File: src/rtl/instr_issuer.sv
`default_nettype none
// ============================================================================
// Module   : instr_issuer
// Purpose  : Buffers host instruction words in a DEPTH-entry FIFO and, once
//            started, issues them one per cycle to the control unit.
//            LOAD_WEIGHT words are held for LOAD_CYCLES cycles and then
//            followed by one NOP bubble. HALT returns the issuer to IDLE
//            without ever appearing on the output.
// Ports    : clk         - single clock, rising edge
//            reset       - synchronous, active-high
//            host_valid  - host offers host_instr this cycle
//            host_instr  - [15:13] opcode, [12:0] operand
//            host_ready  - FIFO has room (push = host_valid && host_ready)
//            start       - one-cycle pulse, honoured only in IDLE
//            instruction - registered word driven to the control unit
//            busy        - high whenever the issuer is not IDLE
//            fifo_count  - current FIFO occupancy
// Revision : 1.0 - initial release
// ============================================================================
module instr_issuer #(
  parameter int DEPTH       = 8,
  parameter int LOAD_CYCLES = 4
) (
  input  logic                     clk,
  input  logic                     reset,
  input  logic                     host_valid,
  input  logic [15:0]              host_instr,
  output logic                     host_ready,
  input  logic                     start,
  output logic [15:0]              instruction,
  output logic                     busy,
  output logic [$clog2(DEPTH):0]   fifo_count
);

  localparam int AW = $clog2(DEPTH);
  localparam int CW = $clog2(LOAD_CYCLES + 1);

  localparam logic [2:0] OP_NOP         = 3'b000;
  localparam logic [2:0] OP_LOAD_WEIGHT = 3'b010;
  localparam logic [2:0] OP_HALT        = 3'b111;

  localparam logic [AW:0]   DEPTH_L   = (AW + 1)'(DEPTH);
  // Counter preload: the issue cycle already shows the word once, so HOLD
  // must cover the remaining LOAD_CYCLES-1 cycles (counter runs N-2 .. 0).
  localparam logic [CW-1:0] HOLD_INIT = (LOAD_CYCLES >= 2) ? CW'(LOAD_CYCLES - 2) : '0;

  typedef enum logic [1:0] {
    IDLE   = 2'd0,
    ISSUE  = 2'd1,
    HOLD   = 2'd2,
    BUBBLE = 2'd3
  } state_t;

  state_t          state, state_nxt;
  logic [15:0]     mem [DEPTH];
  logic [AW-1:0]   wr_ptr, rd_ptr;
  logic [AW:0]     count;
  logic [CW-1:0]   hold_cnt, hold_cnt_nxt;
  logic [15:0]     instr_nxt;
  logic [15:0]     head;
  logic            push, pop;

  assign host_ready = (count < DEPTH_L);
  assign push       = host_valid && host_ready;
  assign head       = mem[rd_ptr];
  assign busy       = (state != IDLE);
  assign fifo_count = count;

  // Next-state / output decode. Pop decisions use the registered count, so a
  // word written this cycle can never be issued in the same cycle.
  always_comb begin
    state_nxt    = state;
    instr_nxt    = instruction;
    hold_cnt_nxt = hold_cnt;
    pop          = 1'b0;
    case (state)
      IDLE: begin
        instr_nxt = 16'h0000;
        if (start) state_nxt = ISSUE;
      end
      ISSUE: begin
        if (count == '0) begin
          instr_nxt = 16'h0000;
        end else begin
          pop = 1'b1;
          case (head[15:13])
            OP_HALT: begin
              instr_nxt = 16'h0000;
              state_nxt = IDLE;
            end
            OP_LOAD_WEIGHT: begin
              instr_nxt = head;
              if (LOAD_CYCLES == 1) begin
                state_nxt = BUBBLE;
              end else begin
                state_nxt    = HOLD;
                hold_cnt_nxt = HOLD_INIT;
              end
            end
            OP_NOP:  instr_nxt = 16'h0000;
            default: instr_nxt = head;
          endcase
        end
      end
      HOLD: begin
        if (hold_cnt == '0) state_nxt = BUBBLE;
        else                hold_cnt_nxt = hold_cnt - CW'(1);
      end
      BUBBLE: begin
        instr_nxt = 16'h0000;
        state_nxt = ISSUE;
      end
      default: begin
        state_nxt = IDLE;
        instr_nxt = 16'h0000;
      end
    endcase
  end

  always_ff @(posedge clk) begin
    if (reset) begin
      state       <= IDLE;
      instruction <= 16'h0000;
      hold_cnt    <= '0;
      wr_ptr      <= '0;
      rd_ptr      <= '0;
      count       <= '0;
    end else begin
      state       <= state_nxt;
      instruction <= instr_nxt;
      hold_cnt    <= hold_cnt_nxt;
      // DEPTH is a power of two, so natural pointer overflow wraps modulo DEPTH.
      if (push) wr_ptr <= wr_ptr + AW'(1);
      if (pop)  rd_ptr <= rd_ptr + AW'(1);
      case ({push, pop})
        2'b10:   count <= count + (AW + 1)'(1);
        2'b01:   count <= count - (AW + 1)'(1);
        default: count <= count;
      endcase
    end
  end

  // Storage needs no reset: pointers and count define which entries are live.
  always_ff @(posedge clk) begin
    if (push && !reset) mem[wr_ptr] <= host_instr;
  end

endmodule
`default_nettype wire

File: config.mk
export PLATFORM = sky130hd
export DESIGN_NAME = instr_issuer
export DESIGN_NICKNAME = d
export VERILOG_FILES = /design/src/rtl/instr_issuer.sv
export SDC_FILE = /design/constraint.sdc
export NUM_CORES = 1
export LEC_CHECK = 0
export CAP_MARGIN = 20
export CORE_MARGIN = 2
export CORE_UTILIZATION = 58
export DETAILED_ROUTE_END_ITERATION = 10
export GPL_TIMING_DRIVEN = 0
export PLACE_DENSITY = 0.78
export SLEW_MARGIN = 20
export SYNTH_ARGS = -nofsm -noshare
export SYNTH_HDL_FRONTEND = slang
export SYNTH_SLANG_ARGS = --single-unit
File: constraint.sdc
create_clock -name clk -period 5.4 [get_ports clk]
set_clock_uncertainty 0.05 [all_clocks]
set_input_delay 1.62 -clock clk [delete_from_list [all_inputs] [get_ports clk]]
set_output_delay 1.62 -clock clk [all_outputs]
set_load 0.02 [all_outputs]
# After elaboration in Yosys (flattened, before gate mapping)
# Memory sizes are Yosys's and may differ from the RTL's. A register that Yosys moved wholly into a read port is not among the register bits.
# Cells that the tools add are included.
[op_classes]
n_eq_ne = 13
order_cmp = 1
reduce_logical = 15
addsub = 5
n_mux = 19
[op_table]
columns = ["cell", "n"]
rows = [
  ["$mux W16", 2],
  ["$pmux W16 S2", 1],
  ["$mux W3", 5],
  ["$ne A2 B2 Y1 const B", 5],
  ["$pmux W2 S4", 1],
  ["$pmux W4 S2", 1],
  ["$reduce_and A4 Y1", 2],
  ["$reduce_bool A2 Y1", 4],
  ["$add A3 B1 Y3 const B", 2],
  ["$eq A2 B2 Y1 const B", 3],
  ["$logic_not A3 Y1", 2],
  ["$mux W2", 3],
  ["$pmux W3 S2", 1],
  ["$add A4 B1 Y4 const B", 1],
  ["$eq A2 B1 Y1 const B", 2],
  ["$logic_not A4 Y1", 1],
  ["$lt A4 B4 Y1 const B", 1],
  ["$mux W1", 4],
  ["$pmux W2 S2", 1],
  ["$reduce_or A2 Y1", 2],
  ["$sub A4 B1 Y4 const B", 1],
  ["$eq A3 B2 Y1 const B", 1],
  ["$eq A3 B3 Y1 const B", 1],
  ["$ne A3 B2 Y1 const B", 1],
  ["other kinds (4)", 5],
]
[word_totals]
input_bits = 20
reg_bits = 31
ram_bits = 128
elab_cells = 60
output_inout_bits = 22
mem_count = 1
[mem_list]
columns = ["name", "words", "width", "rd", "rd_clocked_by_memory_dff", "write_ports", "line_no", "rtl"]
rows = [
  ["mem", 8, 16, 1, 1, 1, "55", "logic [15:0] mem [DEPTH];"],
]

# Logic depth before layout (Yosys ltp)
# Gate-level depths: netlist (run 1).
[logic_depth]
ltp_word = 5
ltp_mapped = 11
mapped_depth_nobuf = 11

# Worst setup path after synthesis (run 1)
# OpenSTA, ideal clock, no wires.
[synth_path]
kind = "input to register"
startpoint = "input host_valid"
endpoint = "memory mem[2][0], enable pin"
t_required_ns = 4.914
cell_stages = 4
slack_ns = 1.061
arrival_ns = 3.853
setup_time_ns = 0.436
path_cell_list = "nor2b_1 clkbuf_1 nand2b_1 nor4b_1"
[synth_between]
elab_chain_len = 4
[synth_lines]
columns = ["element", "line_no", "rtl"]
rows = [
  ["start: declaration", "26", "input logic host_valid,"],
  ["$logic_and A1 B1 Y1", "64", "assign push = host_valid && host_ready;"],
  ["$logic_and A1 B1 Y1", "145", "if (push && !reset) mem[wr_ptr] <= host_instr;"],
  ["$mux W1", "145", ""],
  ["$mux W1 (not written as such)", "145", ""],
  ["end: declaration", "55", ""],
]
# No other way between the ends.

# Final worst setup path (run 1)
[layout_path]
startpoint = "input host_valid"
endpoint = "memory mem[6][0], enable pin"
# Same word-level chain as after synthesis.

==> results of run 1 <==
worst paths after layout:
kind                   start               to  slack, ns  cells past startpoint
max               host_valid        mem[6][0]       1.59                      8
min          instruction[11]  instruction[11]       0.40                      2
max reg2reg    fifo_count[0]    fifo_count[2]       2.39                      9
min reg2reg  instruction[11]  instruction[11]       0.40                      2
state kept, by name, summed over array words and instances, names as in the netlist, named ones only:
register,count
instruction,16
mem,128
hold_cnt,3
wr_ptr,3
fifo_count,4
rd_ptr,3
state,2
cell type report:
class | instances | area [um^2]
plain buffers | 16 | 87.6
clock buffers | 22 | 453
clock inverters | 10 | 109
fillers | 646 | 3080
inverters | 10 | 37.5
multi-input cells | 175 | 1810
flip-flops and latches | 162 | 4520
well taps | 140 | 175
repair buffers | 57 | 518
synthesized netlist by cell type, types with 3 or more instances:
cell type and n:
sky130_fd_sc_hd__or3_1 4, sky130_fd_sc_hd__nor3_1 4, sky130_fd_sc_hd__nand2b_1 3, sky130_fd_sc_hd__edfxtp_1 128, sky130_fd_sc_hd__nor4b_1 4, sky130_fd_sc_hd__xnor2_1 3, sky130_fd_sc_hd__ha_1 12, sky130_fd_sc_hd__inv_1 10
sky130_fd_sc_hd__nand3_1 3, sky130_fd_sc_hd__clkbuf_1 9, sky130_fd_sc_hd__o21ai_0 19, sky130_fd_sc_hd__nor4_1 3, sky130_fd_sc_hd__nor2_1 15, sky130_fd_sc_hd__buf_2 3, sky130_fd_sc_hd__mux4_2 26, sky130_fd_sc_hd__a21oi_1 7
sky130_fd_sc_hd__dfxtp_1 34, sky130_fd_sc_hd__mux2i_1 19, sky130_fd_sc_hd__xor2_1 5, sky130_fd_sc_hd__nand2_1 20, sky130_fd_sc_hd__mux4_1 6
worst reg2reg max path, cell delays in order (launching register included):
cell and delay, ns:
sky130_fd_sc_hd__dfxtp_1 0.37, sky130_fd_sc_hd__nor4_1 0.83, sky130_fd_sc_hd__nor2_1 0.29, sky130_fd_sc_hd__ha_1 0.36, sky130_fd_sc_hd__xor2_1 0.17, sky130_fd_sc_hd__ha_1 0.18, sky130_fd_sc_hd__a21oi_1 0.15, sky130_fd_sc_hd__xor2_1 0.09
sky130_fd_sc_hd__or3_1 0.30, sky130_fd_sc_hd__a21oi_1 0.13
stage by stage:
step                      TNS, ns  instances  worst slack [ns]
final                           0        592              1.59
after global routing            0        592              1.44
after CTS                       0        592              1.60
after detailed placement        0        560              1.07
after global placement     -69.88        543             -1.45
after floorplan                 0        363              1.06
routing by layer:
layer,wire length [um],share of wire,vias up,track usage
li1,-,-,1583,-
met1,5260,0.42,1771,0.334
met2,6240,0.49,144,0.368
met3,945,0.075,20,0.0550
met4,212,0.017,0,0.0733
met5,0,0,-,0
power groups by stage:
stage	Clock, mW	Combinational (mW)	Sequential [mW]
6_report	1.13	0.617	1.45
5_1_grt	1.19	0.676	1.46
4_1_cts	1.14	0.622	1.45
3_5_place_dp	0	0.616	1.47
3_3_place_gp	0	0.591	1.47
2_1_floorplan	0	0.411	1.49
cell families after synthesis:
kind of cell | synth area share
flops | 0.705
simple gates | 0.0478
mux | 0.155
compound gates | 0.0382
buf+inv | 0.0195
fa+ha+maj | 0.0234
xor+xnor | 0.0109
==> PnR_summary.wiki, run 1 <==
{| class="wikitable"
! Metric !! Value
|-
| Most area-hungry cell type in the Yosys netlist || sky130_fd_sc_hd__edfxtp_1
|-
| RSZ-0062 raised after global routing || no
|-
| Type of the tightest min-delay check || reg2reg
|-
| Most frequent cells in the layout || sky130_fd_sc_hd__edfxtp_1 (128), sky130_fd_sc_hd__clkdlybuf4s50_1 (40), sky130_fd_sc_hd__dfxtp_1 (34), sky130_fd_sc_hd__mux4_2 (26), sky130_fd_sc_hd__nand2_1 (20)
|-
| Most numerous cell on the critical path || sky130_fd_sc_hd__buf_4
|-
| Die Footprint || 11900 um^2
|-
| Period utilization || 0.705
|-
| Logic gate share of total power || 0.193
|-
| Post-route minimum period || 3.81 ns
|-
| Mean instance size in the synthesized netlist || 17.7 um^2
|-
| Clock-pin slew on the worst setup and hold paths || 0.06 ns
|-
| EDFF count, synth || 128
|-
| Buffer cell driving the clock tree root || sky130_fd_sc_hd__clkbuf_8
|-
| Count of hold buffers inserted by post-cts repair || 0
|-
| H-tree depth reported by CTS || 4
|-
| Crit path cell chain || clkdlybuf4s50_1, nor2b_1, clkbuf_1, nand2_1, nor4b_2, buf_4, buf_6, buf_4
|-
| Initial antenna violation count || 0
|-
| Core outline area || 10800 um^2
|-
| Wire per inst || 21.4 um
|-
| Area growth from synthesis to final layout || 20.3%
|-
| Clock network latency to the later pin of the worst-skew pair || 0.52 ns
|-
| Total number of vias || 3518
|-
| Fraction of the core area covered by cells at the end of the flow || 0.715
|-
| Total Routing Usage GR || 0.236
|-
| Run status || finished, final reports clean
|-
| Remaining global-route overflow || 0
|-
| Sequential element share of the synthesized area || 0.705
|-
| Placed Instance Area || 7150 um^2
|-
| First-pass iteration count of the detailed router || 5
|-
| Total wire length after detailed routing || 12.7 mm
|-
| Max-cap violations || 0
|-
| Net count of the mapped netlist || 395
|-
| Internal power consumption || 2.39 mW
|-
| Number of distinct standard cells referenced by the synthesized netlist || 41
|-
| Dominant delay contributor by cell family on the critical path || buffers and inverters
|-
| Post-synthesis cell count || 363
|-
| Initial Utilization || 0.594
|-
| Total standard cell area after synthesis || 6410 um^2
|-
| Type of destination of the critical path || register
|-
| Power share of the sequential group || 0.453
|-
| Maximum clock rate || 0.262 GHz
|-
| Proportion of register bits with asynchronous set or reset after synthesis || 0
|-
| Number of clock sinks || 162
|-
| Nets || 471
|-
| Final Slew Violations || 0
|-
| CTS tree || yes
|-
| Cells taking the most area after synthesis || sky130_fd_sc_hd__edfxtp_1 (60%), sky130_fd_sc_hd__dfxtp_1 (11%), sky130_fd_sc_hd__mux4_2 (9.1%), sky130_fd_sc_hd__mux2i_1 (3.0%), sky130_fd_sc_hd__mux4_1 (2.5%)
|-
| Sw Ratio || 0.253
|-
| Total of warnings raised by yosys || 0
|-
| Startpoint type of the worst setup path || input port
|-
| Cell with the largest stage delay on the worst path || sky130_fd_sc_hd__nor4b_2
|-
| Post-synth top flop || sky130_fd_sc_hd__edfxtp_1
|-
| Number of antenna-violating nets in the routed design || 0
|-
| Top Ports || 42
|-
| Final standard cell area without fillers || 7710 um^2
|-
| Pin count of the biggest net entering global routing || 17
|-
| Share of final-layout standard cells stronger than drive strength 1 || 0.195
|-
| Leak || 2.53 nW
|-
| Final hold slack || 0.404 ns
|-
| Required time reported for the critical path endpoint || 5.58 ns
|-
| Maximum vdd drop || 0.256 mV
|-
| Post-cts repair resize count || 0
|-
| GPL Wtd Cong || 0.774
|-
| Total setup buffers inserted after CTS || 0
|-
| Longest individual stage delay on the worst path || 0.66 ns
|-
| Flop and latch count out of synthesis || 162
|-
| Portion of synthesized cell area occupied by the leading cell type || 0.599
|-
| Antenna Cells || 0
|-
| Total clock buffers created by CTS || 17
|-
| Violation count after the first detailed-routing iteration || 323
|-
| X dimension of the die || 109 um
|-
| Post-detailed-route via-to-cell ratio || 5.94
|-
| DRC violations left || 0
|-
| Most common cell after layout, fill and taps aside || sky130_fd_sc_hd__edfxtp_1
|-
| Part of the power in the clock network || 0.354
|-
| Floorplan row count || 38
|-
| PnR Total Power || 3.19 mW
|-
| Worst relative slew slack || 0.368
|-
| Power density normalized to cell area || 414 nW/um^2
|-
| Signal arrival time at the worst endpoint || 3.99 ns
|-
| Wire length of the first global-routing pass || 19.7 mm
|-
| PortBufs || 40
|-
| Half-perimeter wire length after detailed placement || 8.29 mm
|-
| Startpoint-to-endpoint class of the critical path || in2reg
|-
| Bufs and invs on worst path || 5
|-
| Number of global-route vias before repair || 3500
|-
| Fin. Hold Viols || 0
|-
| Maximum fanout along the worst path || 6
|-
| Actual slew at the worst max-slew pin || 0.940 ns
|-
| Die height || 109 um
|-
| Number of buffers between clock root and the deepest sink || 2
|-
| Switching power of the nets || 0.808 mW
|-
| Number of failing setup endpoints in the final timing report || 0
|}
Note: power is estimated with default switching activity, not from simulation.
==> inputs of run 2 (changes only) <==
CORE_UTILIZATION = 53   (was 58)
PLACE_DENSITY = 0.76   (was 0.78)
clock period = 3.4 ns   (was 5.4 ns; I/O delays follow)
==> PnR_summary.wiki, run 2 (synthesis gave the netlist of run 1 again) <==
{| class="wikitable"
! Metric !! Value
|-
| Run status || finished, final reports clean (unchanged)
|-
| Met3 WL post-DR || 662 um (was 945 um)
|-
| Remaining global-route overflow || 0 (unchanged)
|-
| Worst relative slew slack || 0.343 (was 0.368)
|-
| Type of the tightest min-delay check || reg2reg (unchanged)
|-
| Fin. Hold Viols || 0 (unchanged)
|-
| Met2 wire length || 6.42 mm (was 6.24 mm)
|-
| Count of hold buffers inserted by post-cts repair || 0 (unchanged)
|-
| Dominant delay contributor by cell family on the critical path || simple AND/OR/NAND/NOR gates (was buffers and inverters)
|-
| Post-detailed-route via-to-cell ratio || 5.68 (was 5.94)
|-
| Number of global-route vias before repair || 3433 (was 3500)
|-
| Total Routing Usage GR || 0.201 (was 0.236)
|-
| Buffer cell driving the clock tree root || sky130_fd_sc_hd__clkbuf_16 (was sky130_fd_sc_hd__clkbuf_8)
|-
| Bufs and invs on worst path || 0 (was 5)
|-
| Internal power consumption || 3.65 mW (was 2.39 mW)
|-
| Half-perimeter wire length after detailed placement || 8.08 mm (was 8.29 mm)
|-
| Most frequent cells in the layout || sky130_fd_sc_hd__edfxtp_1 (128), sky130_fd_sc_hd__clkdlybuf4s50_1 (40), sky130_fd_sc_hd__dfxtp_1 (34), sky130_fd_sc_hd__mux4_2 (26), sky130_fd_sc_hd__nand2_1 (20) (unchanged)
|-
| Fraction of the core area covered by cells at the end of the flow || 0.647 (was 0.715)
|-
| Switching power of the nets || 1.35 mW (was 0.808 mW)
|-
| Core outline area || 11900 um^2 (was 10800 um^2)
|-
| Total number of vias || 3364 (was 3518)
|-
| Total setup buffers inserted after CTS || 0 (unchanged)
|-
| Initial antenna violation count || 0 (unchanged)
|-
| Clock-pin slew on the worst setup and hold paths || 0.06 ns (about the same)
|-
| Clock network latency to the later pin of the worst-skew pair || 0.43 ns (was 0.52 ns)
|-
| Final Slew Violations || 0 (unchanged)
|-
| PortBufs || 40 (unchanged)
|-
| DRC violations left || 0 (unchanged)
|-
| Sw Ratio || 0.270 (was 0.253)
|-
| Type of destination of the critical path || register (unchanged)
|-
| Nets || 464 (was 471)
|-
| Die Footprint || 13000 um^2 (was 11900 um^2)
|-
| GPL Wtd Cong || 0.764 (was 0.774)
|-
| Flip-flop count of the largest register, all copies and words added || 128 (unchanged)
|-
| Maximum clock rate || 0.326 GHz
|-
| Share of final-layout standard cells stronger than drive strength 1 || 0.191 (was 0.195)
|-
| Metal1 wirelength || 4.89 mm (was 5.26 mm)
|-
| Antenna Cells || 0 (unchanged)
|-
| H-tree depth reported by CTS || 4 (unchanged)
|-
| Pin count of the biggest net entering global routing || 17 (unchanged)
|-
| Max-cap violations || 0 (unchanged)
|-
| Actual slew at the worst max-slew pin || 0.976 ns (was 0.940 ns)
|-
| Highest metal layer used by the detailed router || met4 (unchanged)
|-
| Post-cts repair resize count || 0 (unchanged)
|-
| Wire per inst || 20.4 um (was 21.4 um)
|-
| CTS tree || yes (unchanged)
|-
| PnR Total Power || 5.00 mW (was 3.19 mW)
|-
| Post-route minimum period || 3.06 ns
|-
| Violation count after the first detailed-routing iteration || 252 (was 323)
|-
| Maximum vdd drop || 0.372 mV (was 0.256 mV)
|-
| Total wire length after detailed routing || 12.1 mm (was 12.7 mm)
|-
| Required time reported for the critical path endpoint || 3.71 ns (was 5.58 ns)
|-
| Most common cell after layout, fill and taps aside || sky130_fd_sc_hd__edfxtp_1 (unchanged)
|-
| X dimension of the die || 114 um (was 109 um)
|-
| Power share of the sequential group || 0.460 (was 0.453)
|-
| Initial Utilization || 0.539 (was 0.594)
|-
| Floorplan row count || 40 (was 38)
|-
| Startpoint type of the worst setup path || register (was input port)
|-
| Period utilization || 0.901
|-
| Number of clock sinks || 162 (unchanged)
|-
| Area growth from synthesis to final layout || 20.2% (was 20.3%)
|-
| Number of failing setup endpoints in the final timing report || 0 (unchanged)
|-
| Maximum fanout along the worst path || 6 (unchanged)
|-
| Top Ports || 42 (unchanged)
|-
| First-pass iteration count of the detailed router || 4 (was 5)
|-
| Part of the power in the clock network || 0.344 (was 0.354)
|-
| Leak || 2.49 nW (was 2.53 nW)
|-
| Die height || 114 um (was 109 um)
|-
| Power density normalized to cell area || 648 nW/um^2 (was 414 nW/um^2)
|-
| Longest individual stage delay on the worst path || 0.86 ns (was 0.66 ns)
|-
| Startpoint-to-endpoint class of the critical path || reg2reg (was in2reg)
|-
| Number of buffers between clock root and the deepest sink || 2 (unchanged)
|-
| Minimum setup slack among reg-to-reg paths || 0.34 ns (was 2.39 ns)
|-
| Total clock buffers created by CTS || 17 (unchanged)
|-
| Signal arrival time at the worst endpoint || 3.37 ns (was 3.99 ns)
|-
| Wire length of the first global-routing pass || 18.7 mm (was 19.7 mm)
|-
| Logic gate share of total power || 0.196 (was 0.193)
|-
| Final hold slack || 0.404 ns (about the same)
|-
| Number of antenna-violating nets in the routed design || 0 (unchanged)
|-
| RSZ-0062 raised after global routing || no (unchanged)
|-
| Crit path cell chain || nor4_1, nor2_1, ha_1, xor2_1, ha_1, a21oi_1, xor2_1, or3_1, a21oi_1 (was clkdlybuf4s50_1, nor2b_1, clkbuf_1, nand2_1, nor4b_2, buf_4, buf_6, buf_4)
|-
| Cell with the largest stage delay on the worst path || sky130_fd_sc_hd__nor4_1 (was sky130_fd_sc_hd__nor4b_2)
|-
| Register with the most flip-flops || mem (unchanged)
|}
## run 2: cell count changes in the layout (fill, tap and decap cells not counted), moves of 3 or more
cell / change
sky130_fd_sc_hd__buf_2: -7
sky130_fd_sc_hd__inv_6: +4
sky130_fd_sc_hd__buf_8: +3
sky130_fd_sc_hd__clkbuf_8: -3
## run 2: worst paths after layout
check	start	cells past startpoint	end
worst min register to register	instruction[11]	2	instruction[11]
worst min-delay path	instruction[11]	2	instruction[11]
worst max register to register	fifo_count[0]	9	fifo_count[2]
worst max-delay path	fifo_count[0]	9	fifo_count[2]
## run 2: area by class of cell
cell class                      instances  area (um^2)
Tap cell                              147          184
Clock inverter                         14          106
Inverter                               10         37.5
Timing Repair Buffer                   50          502
Clock buffer                           18          429
Fill cell                             828         4200
Sequential cell                       162         4520
Multi-Input combinational cell        175         1840
Buffer                                 16         87.6
## run 2: tightest hold or removal path, cell delays in order, from the launching register on
cell,delay (ns)
sky130_fd_sc_hd__dfxtp_1,0.32
sky130_fd_sc_hd__nand2_1,0.04
sky130_fd_sc_hd__o21ai_0,0.05
## run 2: power by group through the flow
stage	registers [mW]	clock network (mW)	logic, mW
finish	2.30	1.72	0.978
global route	2.31	1.83	1.06
CTS	2.30	1.75	0.986
detailed placement	2.34	0	0.979
global placement	2.34	0	0.941
floorplan	2.37	0	0.656
## run 2: metrics by stage
stage                     setup TNS, ns  cell area [um^2]  instances  setup slack [ns]
after floorplan                       0              6440        363             0.238
after global placement          -108.82              7020        550             -1.35
after detailed placement         -0.860              7180        560           -0.0468
after CTS                             0              7710        592             0.398
after global routing                  0              7710        592            0.0647
final                                 0              7710        592             0.336
## run 2: routing by layer
metal	track usage	up-vias
li1	-	1569
met1	0.248	1694
met2	0.340	91
met3	0.0499	10
met4	0.0854	0
met5	0	-
==> RTL change 1 (config.mk and constraints of run 1) <==
The 4 states of `state_t` get a one-hot encoding in 4 bits.
--- a/src/rtl/instr_issuer.sv
+++ b/src/rtl/instr_issuer.sv
@@ -45,9 +45,9 @@
   localparam logic [CW-1:0] HOLD_INIT = (LOAD_CYCLES >= 2) ? CW'(LOAD_CYCLES - 2) : '0;
 
-  typedef enum logic [1:0] {
-    IDLE   = 2'd0,
-    ISSUE  = 2'd1,
-    HOLD   = 2'd2,
-    BUBBLE = 2'd3
+  typedef enum logic [3:0] {
+    IDLE   = 4'b0001,
+    ISSUE  = 4'b0010,
+    HOLD   = 4'b0100,
+    BUBBLE = 4'b1000
   } state_t;
 
Behaviour: no difference found for any inputs over 4 cycles, from zero or initial values and one cycle with reset high; so few cycles prove little.
==> RTL change 1 against run 1 <==
Worst setup slack worse by 0.17 ns; count of clock-buffer cells in the layout fell by 5; sequential share of layout area is 0.44 points lower; register-to-register slack gained 0.18 ns; sequential cell count rose by 2; die area up 1.8%; routed wire length up 0.88%; synthesized area grew 1.9%; cell area is 1.7% higher.
Power is not compared: it rests on default switching activity, and its combinational part moved more than twofold at a synthesized area within 25%.
==> RTL change 1: results (changes against run 1) <==
clk slew on worst S/H paths=0.06 ns (about the same); Reg-to-Reg Start=fifo_count[0] (unchanged); fillers=668 (was 646); hold depth=2 (unchanged); Nets=485 (was 471); vias in the first global route=3,525 (was 3,500); max incr delay on CP=0.62 ns (was 0.66 ns); setup bufs post-CTS=0 (unchanged); GRT Overall Usage=23.3% (was 23.6%); post_cts resized=0 (unchanged); DRT iter0 DRCs=262 (was 323); total CTS buffers=17 (unchanged); end point of the critical path=busy (was mem[6][0]); Post-Route WL=12,800 µm (was 12,700 µm); Synthesis Warnings=0 (unchanged); CP startpoint=state[0] (was host_valid); syn nets=408 (was 395); maximum vdd drop=0.258 mV; critical path's slowest cell=or4b_2 (was nor4b_2); Skew-Pair Late Insertion Delay=0.42 ns (was 0.52 ns); ranking of synthesized cells by area=edfxtp_1 (59%), dfxtp_1 (11%), mux4_2 (9.3%) (was edfxtp_1 (60%), dfxtp_1 (11%), mux4_2 (9.1%)); Reg2Reg Depth=10 (was 9); Max H-tree Level=4 (unchanged); sequential fraction of the synthesis area=69.8% (was 70.5%); FF-to-FF setup slack=2.57 ns (was 2.39 ns); most frequent cells after synthesis=edfxtp_1 (128), dfxtp_1 (36), mux4_2 (27), nand2_1 (26), nor2_1 (22) (was edfxtp_1 (128), dfxtp_1 (34), mux4_2 (26), nand2_1 (20)); Final period util=73.7% (was 70.5%); CP arrival=2.31 ns (was 3.99 ns); layout cells sized above 1=23.1% (was 19.5%); Unique masters post-synth=45 (was 41); DP HPWL=8730 µm (was 8290 µm); clock buffer depth=2 (unchanged); run status=complete, no violations (unchanged); Via Count=3,575 (was 3,518); Placer Congestion=0.893 (was 0.774); Root Buffer=clkbuf_16 (was clkbuf_8); Setup WS pre-CTS=1.39 ns (was 1.07 ns); relative slew slack=38.9% (was 36.8%); leakage=2.57 nW; CP max FO=10 (was 6); first-pass GRT wire length=19,500 µm (was 19,700 µm); pin count of the biggest net entering global routing=17 (unchanged); Pre-antenna DRT Iters=5 (unchanged); Synth Flop Type=edfxtp_1 (unchanged)
==> RTL change 1: critical path, delay by kind of cell, from the launching register on <==
family	cells	cell delay (ns)
buffers and inverters	2	0.89
flip-flops	1	0.37
AND/OR/NAND/NOR	1	0.62
==> RTL change 1: cell type report <==
class / instances / area, µm² / area share [%]
repair buffers: 58 / 537 / 6.84
flip-flops and latches: 164 / 4560 / 58.2
inverters: 7 / 26.3 / 0.335
clock inverters: 15 / 129 / 1.64
plain buffers: 19 / 90.1 / 1.15
multi-input cells: 191 / 1900 / 24.2
clock buffers: 17 / 425 / 5.42
well taps: 140 / 175 / 2.23
==> RTL change 1: per-layer routing <==
| layer | global-route usage, % | wire [µm] | up-vias |
|---|---|---|---|
| li1 | - | - | 1645 |
| met1 | 30.3 | 5160 | 1810 |
| met2 | 37.7 | 6750 | 98 |
| met3 | 6.17 | 652 | 22 |
| met4 | 9.64 | 206 | 0 |
| met5 | 0 | 0 | - |
==> RTL change 1: metrics by stage <==
step / cells / total power [mW] / util, % / hold WS [ns] / instance area (µm²)
6_report: 611 / 2.68 / 71.7 / 0.401 / 7840
4_1_cts: 611 / 2.70 / 71.7 / 0.403 / 7840
5_1_grt: 611 / 2.76 / 71.7 / 0.419 / 7840
3_3_place_gp: 561 / 1.57 / 65.0 / 0.384 / 7110
2_1_floorplan: 381 / 1.52 / - / 0.382 / 6540
3_5_place_dp: 579 / 1.59 / 66.6 / 0.392 / 7290
==> RTL change 1: logic make-up (layout without fill, tap and decap cells) <==
kind of cell             count (synthesis)  after routing  synth area share [%]
flip-flops                             164            164                  69.8
buffers and inverters                   26            116                  1.78
multiplexers                            52             52                  14.5
AND/OR/NAND/NOR                         79             79                  6.01
adder cells (fa/ha/maj)                  7              7                  1.34
AO/OA/AOI/OAI                           44             44                  5.28
XOR/XNOR                                 9              9                  1.21
==> RTL change 1: power by group <==
part           leakage, nW  switching, mW  total (mW)  internal (mW)
sequential            1.45         0.0139        1.40           1.38
combinational        0.847         0.0886       0.162         0.0733
clock                0.278          0.486        1.12          0.636
==> RTL change 1: how the worst min path moves through the flow <==
stage / start / to / slack (ns)
3_3_place_gp: instruction[8] / instruction[8] / 0.38
5_1_grt: instruction[10] / instruction[10] / 0.42
4_1_cts: hold_cnt[2] / hold_cnt[2] / 0.40
3_5_place_dp: instruction[5] / instruction[5] / 0.39
2_1_floorplan: hold_cnt[2] / hold_cnt[2] / 0.38
6_report: instruction[0] / instruction[0] / 0.40
==> RTL change 2 (settings of run 1) <==
Without the edit above. Change the parameter `DEPTH` from 8 to 16.
--- a/src/rtl/instr_issuer.sv
+++ b/src/rtl/instr_issuer.sv
@@ -19,5 +19,5 @@
 // ============================================================================
 module instr_issuer #(
-  parameter int DEPTH       = 8,
+  parameter int DEPTH       = 16,
   parameter int LOAD_CYCLES = 4
 ) (
Interface: changed (resized fifo_count); port bits go from 42 to 43. The function was not compared with the original's and may differ.
==> RTL change 2 against run 1 <==
Routed wire length is 97% higher; worst setup slack lost 0.34 ns; critical path depth rose by 5; highest routed layer unchanged; total power is 69% higher; synthesized area up 80%; combinational power up 67%; sequential cell count increased by 132; cell area is 72% higher.
==> RTL change 2: results (changes against run 1) <==
met3 wire len=1850 µm (was 945 µm); IO buf count=42 (was 40); Max H-tree Level=1 (was 4); maximum vdd drop=0.260 mV (was 0.256 mV); sequential fraction of the synthesis area=73.3% (was 70.5%); crit path time final=4.15 ns (was 3.81 ns); Root Buffer=clkbuf_16 (was clkbuf_8); setup bufs post-CTS=0 (unchanged); Post-Route WL=24,900 µm (was 12,700 µm); Via Count=5,999 (was 3,518); GRT Overall Usage=24.3% (was 23.6%); CP max FO=8 (was 6); Post-synth EDFFs=256 (was 128); WL met2=12,600 µm (was 6240 µm); Unique masters post-synth=48 (was 41); ranking of synthesized cells by area=edfxtp_1 (67%), mux4_2 (14%), dfxtp_1 (6.6%) (was edfxtp_1 (60%), dfxtp_1 (11%), mux4_2 (9.1%)); DRT iter0 DRCs=752 (was 323); relative slew slack=36.3% (was 36.8%); clock buffer depth=3 (was 2); most frequent cells after synthesis=edfxtp_1 (256), mux4_2 (71), nor2_1 (40), dfxtp_1 (38), nand2_1 (36) (was edfxtp_1 (128), dfxtp_1 (34), mux4_2 (26), nand2_1 (20)); run status=complete, no violations (unchanged); first-pass GRT wire length=37,800 µm (was 19,700 µm); syn nets=635 (was 395); Nets=718 (was 471); layout cells sized above 1=21.5% (was 19.5%); Placed Area=0.0125 mm² (was 0.00715 mm²); vias in the first global route=6,281 (was 3,500); total CTS buffers=28 (was 17); Skew-Pair Late Insertion Delay=0.55 ns (was 0.52 ns); fillers=1,199 (was 646); Placer Congestion=0.816 (was 0.774)
RTL change 2: changes by cell type after synthesis, sizes merged, moves of 6 or more:
cell,delta
inv,+15
edfxtp,+128
nand2,+17
mux4,+45
mux2i,-17
nor2,+25
buf,+6
RTL change 2: power by group:
group	total [mW]	switching (mW)	leakage (nW)	internal [mW]
clock	1.78	0.785	0.397	0.996
combinational	1.03	0.530	1.22	0.505
sequential	2.58	0.0484	2.61	2.54
total	5.40	1.36	4.23	4.04
RTL change 2: final timing paths:
kind | startpoint | slack (ns) | cells past startpoint | endpoint
max | host_valid | 1.25 | 13 | fifo_count[4]
min | instruction[5] | 0.39 | 2 | instruction[5]
max reg2reg | fifo_count[0] | 1.80 | 12 | fifo_count[4]
min reg2reg | instruction[5] | 0.39 | 2 | instruction[5]
RTL change 2: area by class of cell:
cell class	count	area, µm²	share of cell area [%]
Sequential cell	294	8450	63.5
Tap cell	265	332	2.49
Clock buffer	37	734	5.52
Buffer	26	129	0.969
Multi-Input combinational cell	257	2920	22.0
Timing Repair Buffer	53	563	4.23
Inverter	25	93.8	0.705
Clock inverter	9	81.3	0.611
RTL change 2: cell families (layout without fill, tap and decap cells):
family	after synthesis	after routing	synth area share [%]
AO/OA/AOI/OAI	40	40	2.21
flip-flops	294	294	73.3
adder cells (fa/ha/maj)	13	13	1.41
multiplexers	82	82	15.7
XOR/XNOR	10	10	0.760
AND/OR/NAND/NOR	112	112	4.70
buffers and inverters	51	150	1.92
RTL change 2: layer usage:
layer / global-route usage, % / vias to the layer above
li1: - / 2564
met1: 32.6 / 3114
met2: 41.0 / 265
met3: 4.28 / 56
met4: 8.37 / 0
met5: 0 / -
RTL change 2: stage by stage:
step / hold WS, ns / instances / util [%]
floorplan: 0.393 / 602 / -
global placement: 0.383 / 909 / 63.1
detailed placement: 0.387 / 920 / 64.2
CTS: 0.396 / 966 / 68.3
global route: 0.411 / 966 / 68.4
finish: 0.390 / 966 / 68.4
RTL change 2: worst max-delay path, cell delays in order:
cell and delay [ns]:
clkdlybuf4s50_1 0.45, nor2b_1 0.12, clkbuf_1 0.30, inv_1 0.15
ha_1 0.22, clkbuf_1 0.20, xor2_1 0.19, ha_1 0.20
a31oi_1 0.27, and4b_1 0.24, a21oi_1 0.04, a21oi_1 0.17
mux2_2 0.34
